## src/rtl/k_and_s_datapath.sv

```systemverilog
// Datapath of the K&S multicycle processor: PC, IR, 4x16 register file, ALU and flags.
// The control unit sequences it through per-cycle enables and selects.
package k_and_s_pkg;
  typedef enum logic [3:0] {
    I_NOP, I_LOAD, I_STORE, I_MOVE, I_ADD, I_SUB, I_AND, I_OR,
    I_BRANCH, I_BZERO, I_BNZERO, I_BNEG, I_BNNEG, I_BOV, I_BNOV, I_HALT
  } decoded_instruction_type;
endpackage

module k_and_s_datapath
  import k_and_s_pkg::*;
(
  input  logic                    clk,
  input  logic                    rst_n,
  input  logic                    branch,
  input  logic                    pc_enable,
  input  logic                    ir_enable,
  input  logic                    write_reg_enable,
  input  logic                    addr_sel,
  input  logic                    c_sel,
  input  logic                    flags_reg_enable,
  input  logic [1:0]              operation,
  output decoded_instruction_type decoded_instruction,
  output logic                    zero_op,
  output logic                    neg_op,
  output logic                    unsigned_overflow,
  output logic                    signed_overflow,
  output logic [4:0]              ram_addr,
  output logic [15:0]             data_out,
  input  logic [15:0]             data_in
);
  localparam int DATA_W = 16;
  localparam int ADDR_W = 5;

  logic [ADDR_W-1:0]        pc;
  logic [DATA_W-1:0]        ir;
  logic [DATA_W-1:0]        regs [4];
  logic [1:0]               ra_idx, rb_idx, rd_idx;
  logic signed [DATA_W-1:0] alu_a, alu_b, alu_res;
  logic [DATA_W:0]          alu_wide;
  logic                     alu_uov, alu_sov;
  logic [DATA_W-1:0]        wr_data;

  function automatic logic add_ovf(input logic signed [DATA_W-1:0] a, b, r);
    return (a[DATA_W-1] == b[DATA_W-1]) && (r[DATA_W-1] != a[DATA_W-1]);
  endfunction

  function automatic logic sub_ovf(input logic signed [DATA_W-1:0] a, b, r);
    return (a[DATA_W-1] != b[DATA_W-1]) && (r[DATA_W-1] != a[DATA_W-1]);
  endfunction

  assign ram_addr = addr_sel ? pc : ir[4:0];
  assign data_out = regs[ir[6:5]];

  always_comb begin
    decoded_instruction = I_NOP;
    case (ir[15:8])
      8'hFF:   decoded_instruction = I_HALT;
      8'h01:   decoded_instruction = I_BRANCH;
      8'h02:   decoded_instruction = I_BZERO;
      8'h03:   decoded_instruction = I_BNZERO;
      8'h04:   decoded_instruction = I_BNEG;
      8'h05:   decoded_instruction = I_BNNEG;
      8'h06:   decoded_instruction = I_BOV;
      8'h07:   decoded_instruction = I_BNOV;
      8'h81:   decoded_instruction = I_LOAD;
      8'h82:   decoded_instruction = I_STORE;
      8'h91:   decoded_instruction = I_MOVE;
      8'hA1:   decoded_instruction = I_ADD;
      8'hA2:   decoded_instruction = I_SUB;
      8'hA3:   decoded_instruction = I_AND;
      8'hA4:   decoded_instruction = I_OR;
      default: decoded_instruction = I_NOP;
    endcase
  end

  // Register fields sit in different IR positions depending on the instruction class.
  always_comb begin
    ra_idx = ir[3:2];
    rb_idx = ir[1:0];
    rd_idx = ir[5:4];
    case (decoded_instruction)
      I_LOAD: rd_idx = ir[6:5];
      I_MOVE: begin
        rd_idx = ir[3:2];
        ra_idx = ir[1:0];
      end
      default: ;
    endcase
  end

  // MOVE feeds ra into both ALU inputs; the control unit issues OR so the result is ra.
  assign alu_a = regs[ra_idx];
  assign alu_b = (decoded_instruction == I_MOVE) ? regs[ra_idx] : regs[rb_idx];

  always_comb begin
    alu_wide = '0;
    alu_sov  = 1'b0;
    case (operation)
      2'b00: begin
        alu_wide = {1'b0, alu_a} + {1'b0, alu_b};
        alu_sov  = add_ovf(alu_a, alu_b, $signed(alu_wide[DATA_W-1:0]));
      end
      2'b01: begin
        alu_wide = {1'b0, alu_a} - {1'b0, alu_b};
        alu_sov  = sub_ovf(alu_a, alu_b, $signed(alu_wide[DATA_W-1:0]));
      end
      2'b10:   alu_wide = {1'b0, alu_a & alu_b};
      default: alu_wide = {1'b0, alu_a | alu_b};
    endcase
  end

  assign alu_res = $signed(alu_wide[DATA_W-1:0]);
  assign alu_uov = ~operation[1] & alu_wide[DATA_W];
  assign wr_data = c_sel ? alu_res : data_in;

  always_ff @(posedge clk or negedge rst_n) begin
    if (!rst_n) begin
      pc                <= '0;
      ir                <= '0;
      zero_op           <= 1'b0;
      neg_op            <= 1'b0;
      unsigned_overflow <= 1'b0;
      signed_overflow   <= 1'b0;
    end else begin
      if (pc_enable) pc <= branch ? ir[4:0] : pc + 5'd1;
      if (ir_enable) ir <= data_in;
      if (flags_reg_enable) begin
        zero_op           <= (alu_res == '0);
        neg_op            <= alu_res[DATA_W-1];
        unsigned_overflow <= alu_uov;
        signed_overflow   <= alu_sov;
      end
    end
  end

  always_ff @(posedge clk or negedge rst_n) begin
    if (!rst_n) begin
      for (int i = 0; i < 4; i++) regs[i] <= '0;
    end else if (write_reg_enable) begin
      regs[rd_idx] <= wr_data;
    end
  end

endmodule

```

## config.mk

```make
export PLATFORM = sky130hd
export DESIGN_NAME = k_and_s_datapath
export DESIGN_NICKNAME = d
export VERILOG_FILES = /design/src/rtl/k_and_s_datapath.sv
export SDC_FILE = /design/constraint.sdc
export NUM_CORES = 1
export LEC_CHECK = 0
export CAP_MARGIN = 10
export CORE_UTILIZATION = 62
export CTS_BUF_LIST = sky130_fd_sc_hd__clkbuf_4 sky130_fd_sc_hd__clkbuf_8
export CTS_CLUSTER_SIZE = 8
export DETAILED_ROUTE_END_ITERATION = 16
export GPL_ROUTABILITY_DRIVEN = 0
export GPL_TIMING_DRIVEN = 0
export PLACE_DENSITY = 0.8
export SLEW_MARGIN = 20
export SYNTH_ARGS = -nofsm -noshare
export SYNTH_HDL_FRONTEND = slang
export SYNTH_SLANG_ARGS = --single-unit
```

## constraint.sdc

```tcl
create_clock -name clk -period 6 [get_ports clk]
set_input_delay 1.8 -clock clk [delete_from_list [all_inputs] [get_ports clk]]
set_output_delay 1.8 -clock clk [all_outputs]
set_load 0.01 [all_outputs]
```

==> results of run 1 <==
-- metrics by stage --
step                utilization (%)  area [µm²]  hold WS (ns)  std cells  setup TNS [ns]
finish                         71.4        9040         0.554       1068               0
floorplan                         -        8080         0.499        832               0
global route                   71.4        9040         0.575       1068               0
CTS                            71.3        9030         0.554       1069               0
global placement               69.4        8790         0.510       1054           -1.44
detailed placement             69.6        8820         0.533       1055           -2.67
-- critical path, stage by stage (launching register included) --
cell and delay [ns]:
dfrtp_1 0.45, or4b_1 0.52, buf_2 0.21, o21ai_2 0.20
and2_4 0.23, buf_4 0.24, clkbuf_4 0.26, mux2i_1 0.09
mux2_2 0.32, ha_1 0.22, fa_1 0.41, o21bai_1 0.23
a221oi_1 0.19, a211oi_2 0.37, o22ai_1 0.13, a21oi_1 0.26
a21oi_1 0.20, o311ai_2 0.33, a21o_1 0.17, a41oi_1 0.23
mux2_2 0.34
-- timing repair --
action,CTS,global route
buffers inserted,0,0
pin swaps,0,1
gates resized for setup,5,7
hold buffers,0,0
setup endpoints to repair,21,30
-- layout make-up --
class                           count  area, µm²  area share, %
Sequential cell                    88       2200           24.4
Clock inverter                      3       42.5          0.470
Clock buffer                       11        151           1.67
Timing Repair Buffer               51        526           5.81
Multi-Input combinational cell    631       5430           60.0
Tap cell                          172        215           2.38
Inverter                           61        229           2.53
Buffer                             51        249           2.75
-- report_power, final --
| part | internal [mW] | switching, mW |
|---|---|---|
| Clock | 0.210 | 0.206 |
| Combinational | 1.65 | 2.12 |
| Sequential | 0.840 | 0.271 |
-- layout by cell type (no fill, tap or decap), types with 15 or more instances in the layout --
cell type and n:
nand2_1 45, nand2b_1 17, nand3_1 15, clkdlybuf4s50_1 49
a21oi_1 55, o21ai_0 35, mux2i_1 49, mux2_2 87
inv_1 58, mux4_2 34, nor2_1 55, clkbuf_1 23
ha_1 46, dfrtp_1 88
-- sequential cells by signal, summed over array words and instances (netlist names) --
name	cells
regs	64
ir	15
unsigned_overflow	1
pc	5
signed_overflow	1
neg_op	1
zero_op	1
-- per-layer routing --
layer  GRT usage (%)  wire [µm]
met1            51.3       9860
met2            57.4      11100
met3            5.71       2120
met4            16.7        916
met5               0          0
-- worst paths after layout --
kind                                   start                end
hold reg to reg            unsigned_overflow  unsigned_overflow
max in group asynchronous              rst_n           regs[30]
setup / recovery                      ir[14]           regs[30]
hold / removal             unsigned_overflow  unsigned_overflow
min in group asynchronous              rst_n              ir[9]
setup reg to reg                      ir[14]           regs[30]
-- kinds of logic (layout without fill, tap and decap cells) --
group	Yosys count	after routing	share of synthesized area, %
mux	173	173	28.1
buf+inv	113	177	5.89
flops	88	88	27.3
simple gates	201	201	13.0
fa+ha+maj	48	48	7.62
xor+xnor	15	15	1.63
compound gates	194	194	16.5
==> flow_summary.json, run 1 <==
{
  "drive_gt1_share_pct": 21.1,
  "min_path_type": "register to register",
  "r2r.worst_path.cells": 20,
  "peakVddDrop_uv": 359,
  "synth_top_area_share_pct": 27.3,
  "leakage_nw": 3.85,
  "fmax_mhz": 174,
  "synth_warnings": 0,
  "grt_pass1_wl_um": 37100,
  "detail_route.wl_per_cell_um": 22.5,
  "layout_setup_ws_ns": 0.260,
  "die-width_um": 116,
  "synth_flop_cell": "dfrtp_1",
  "syn-cell-area_um2": 8080,
  "crit_type": "register to register",
  "setup_viol_count_final": 0,
  "synthTopCellsByCount": "dfrtp_1, mux2_2, inv_1, nor2_1, a21oi_1",
  "diodes": 0,
  "synth.most_common_cell": "dfrtp_1",
  "final.fill_count": 936,
  "cts_tree": "yes",
  "dp_hpwl_um": 18200,
  "cts_buffers": 9,
  "drt_pre_antenna_iters": 8,
  "ant_nets": 0,
  "clk_transition_reported_paths_ns": 0.09,
  "synth-async-reset-ratio_pct": 100,
  "crit_path_start_kind": "register",
  "synth_enable_flop_cells": 0,
  "grtUsageTotal_pct": 36.9,
  "nNetsFinal": 968,
  "endpoint_kind": "register",
  "drv_slew": 0,
  "cts_buffer_depth": 2,
  "via_per_inst": 6.84,
  "ys_ff_latch": 88,
  "ys_seq_area_share_pct": 27.3,
  "pwr_density_cell_nw_per_um2": 586,
  "grt_start_max_net_pins": 61,
  "vias": 7310,
  "grt_setup_unrepaired": "false",
  "synthCells": 832,
  "synth.distinct_cells": 88,
  "post-place-ws_ns": -0.373,
  "fin_crit_ns": 5.74,
  "cap_violations": 0,
  "synth_top_cell_by_area": "dfrtp_1",
  "start_util_pct": 63.8,
  "rows": 41,
  "finalCritPeriodShare_pct": 95.7,
  "clock_latency_ns": 0.36,
  "clockRootBuffer": "clkbuf_8",
  "io_buffer_count": 50,
  "totalWireLength_um": 24000,
  "dieArea_um2": 13500,
  "io_pins": 56,
  "dieHeight_um": 116,
  "slew_headroom_pct": 42.7,
  "syn_avg_cell_area_um2": 9.71,
  "antenna_found_initial": 0,
  "cts.sink_count": 88,
  "outcome": "finished, final reports clean",
  "hold_violations": 0,
  "core_area_um2": 12700,
  "total_power_mw": 5.30,
  "syn_to_final_growth_pct": 11.9,
  "holdPathStages": 2,
  "drt-initial-drc-count": 850,
  "drcViolationCount": 0,
  "critical_path_required_ns": 6.25,
  "crit_path_max_fanout": 10,
  "final.setup_skew_ns": 0.00923,
  "arrival_ns": 5.99,
  "synth.area.top_cells": "dfrtp_1, mux2_2, mux4_2",
  "r2r_slack_ns": 0.26,
  "tightest_slew_ns": 0.859,
  "grt_pass1_vias": 7010,
  "synth_fp_nets": 907,
  "overflow": 0,
  "htreeDepth": 3
}
Note: power is estimated with default switching activity, not from simulation.
==> inputs of run 2 (changes only) <==
CTS_CLUSTER_DIAMETER = 30   (was not set)
==> results of run 2 <==
The final DEF is identical to that of run 1; final timing and power are the same.
==> inputs of run 3 (changes only) <==
CTS_CLUSTER_DIAMETER = 40   (was 30)
==> results of run 3 <==
The final DEF is identical to that of run 1; final timing and power are the same.
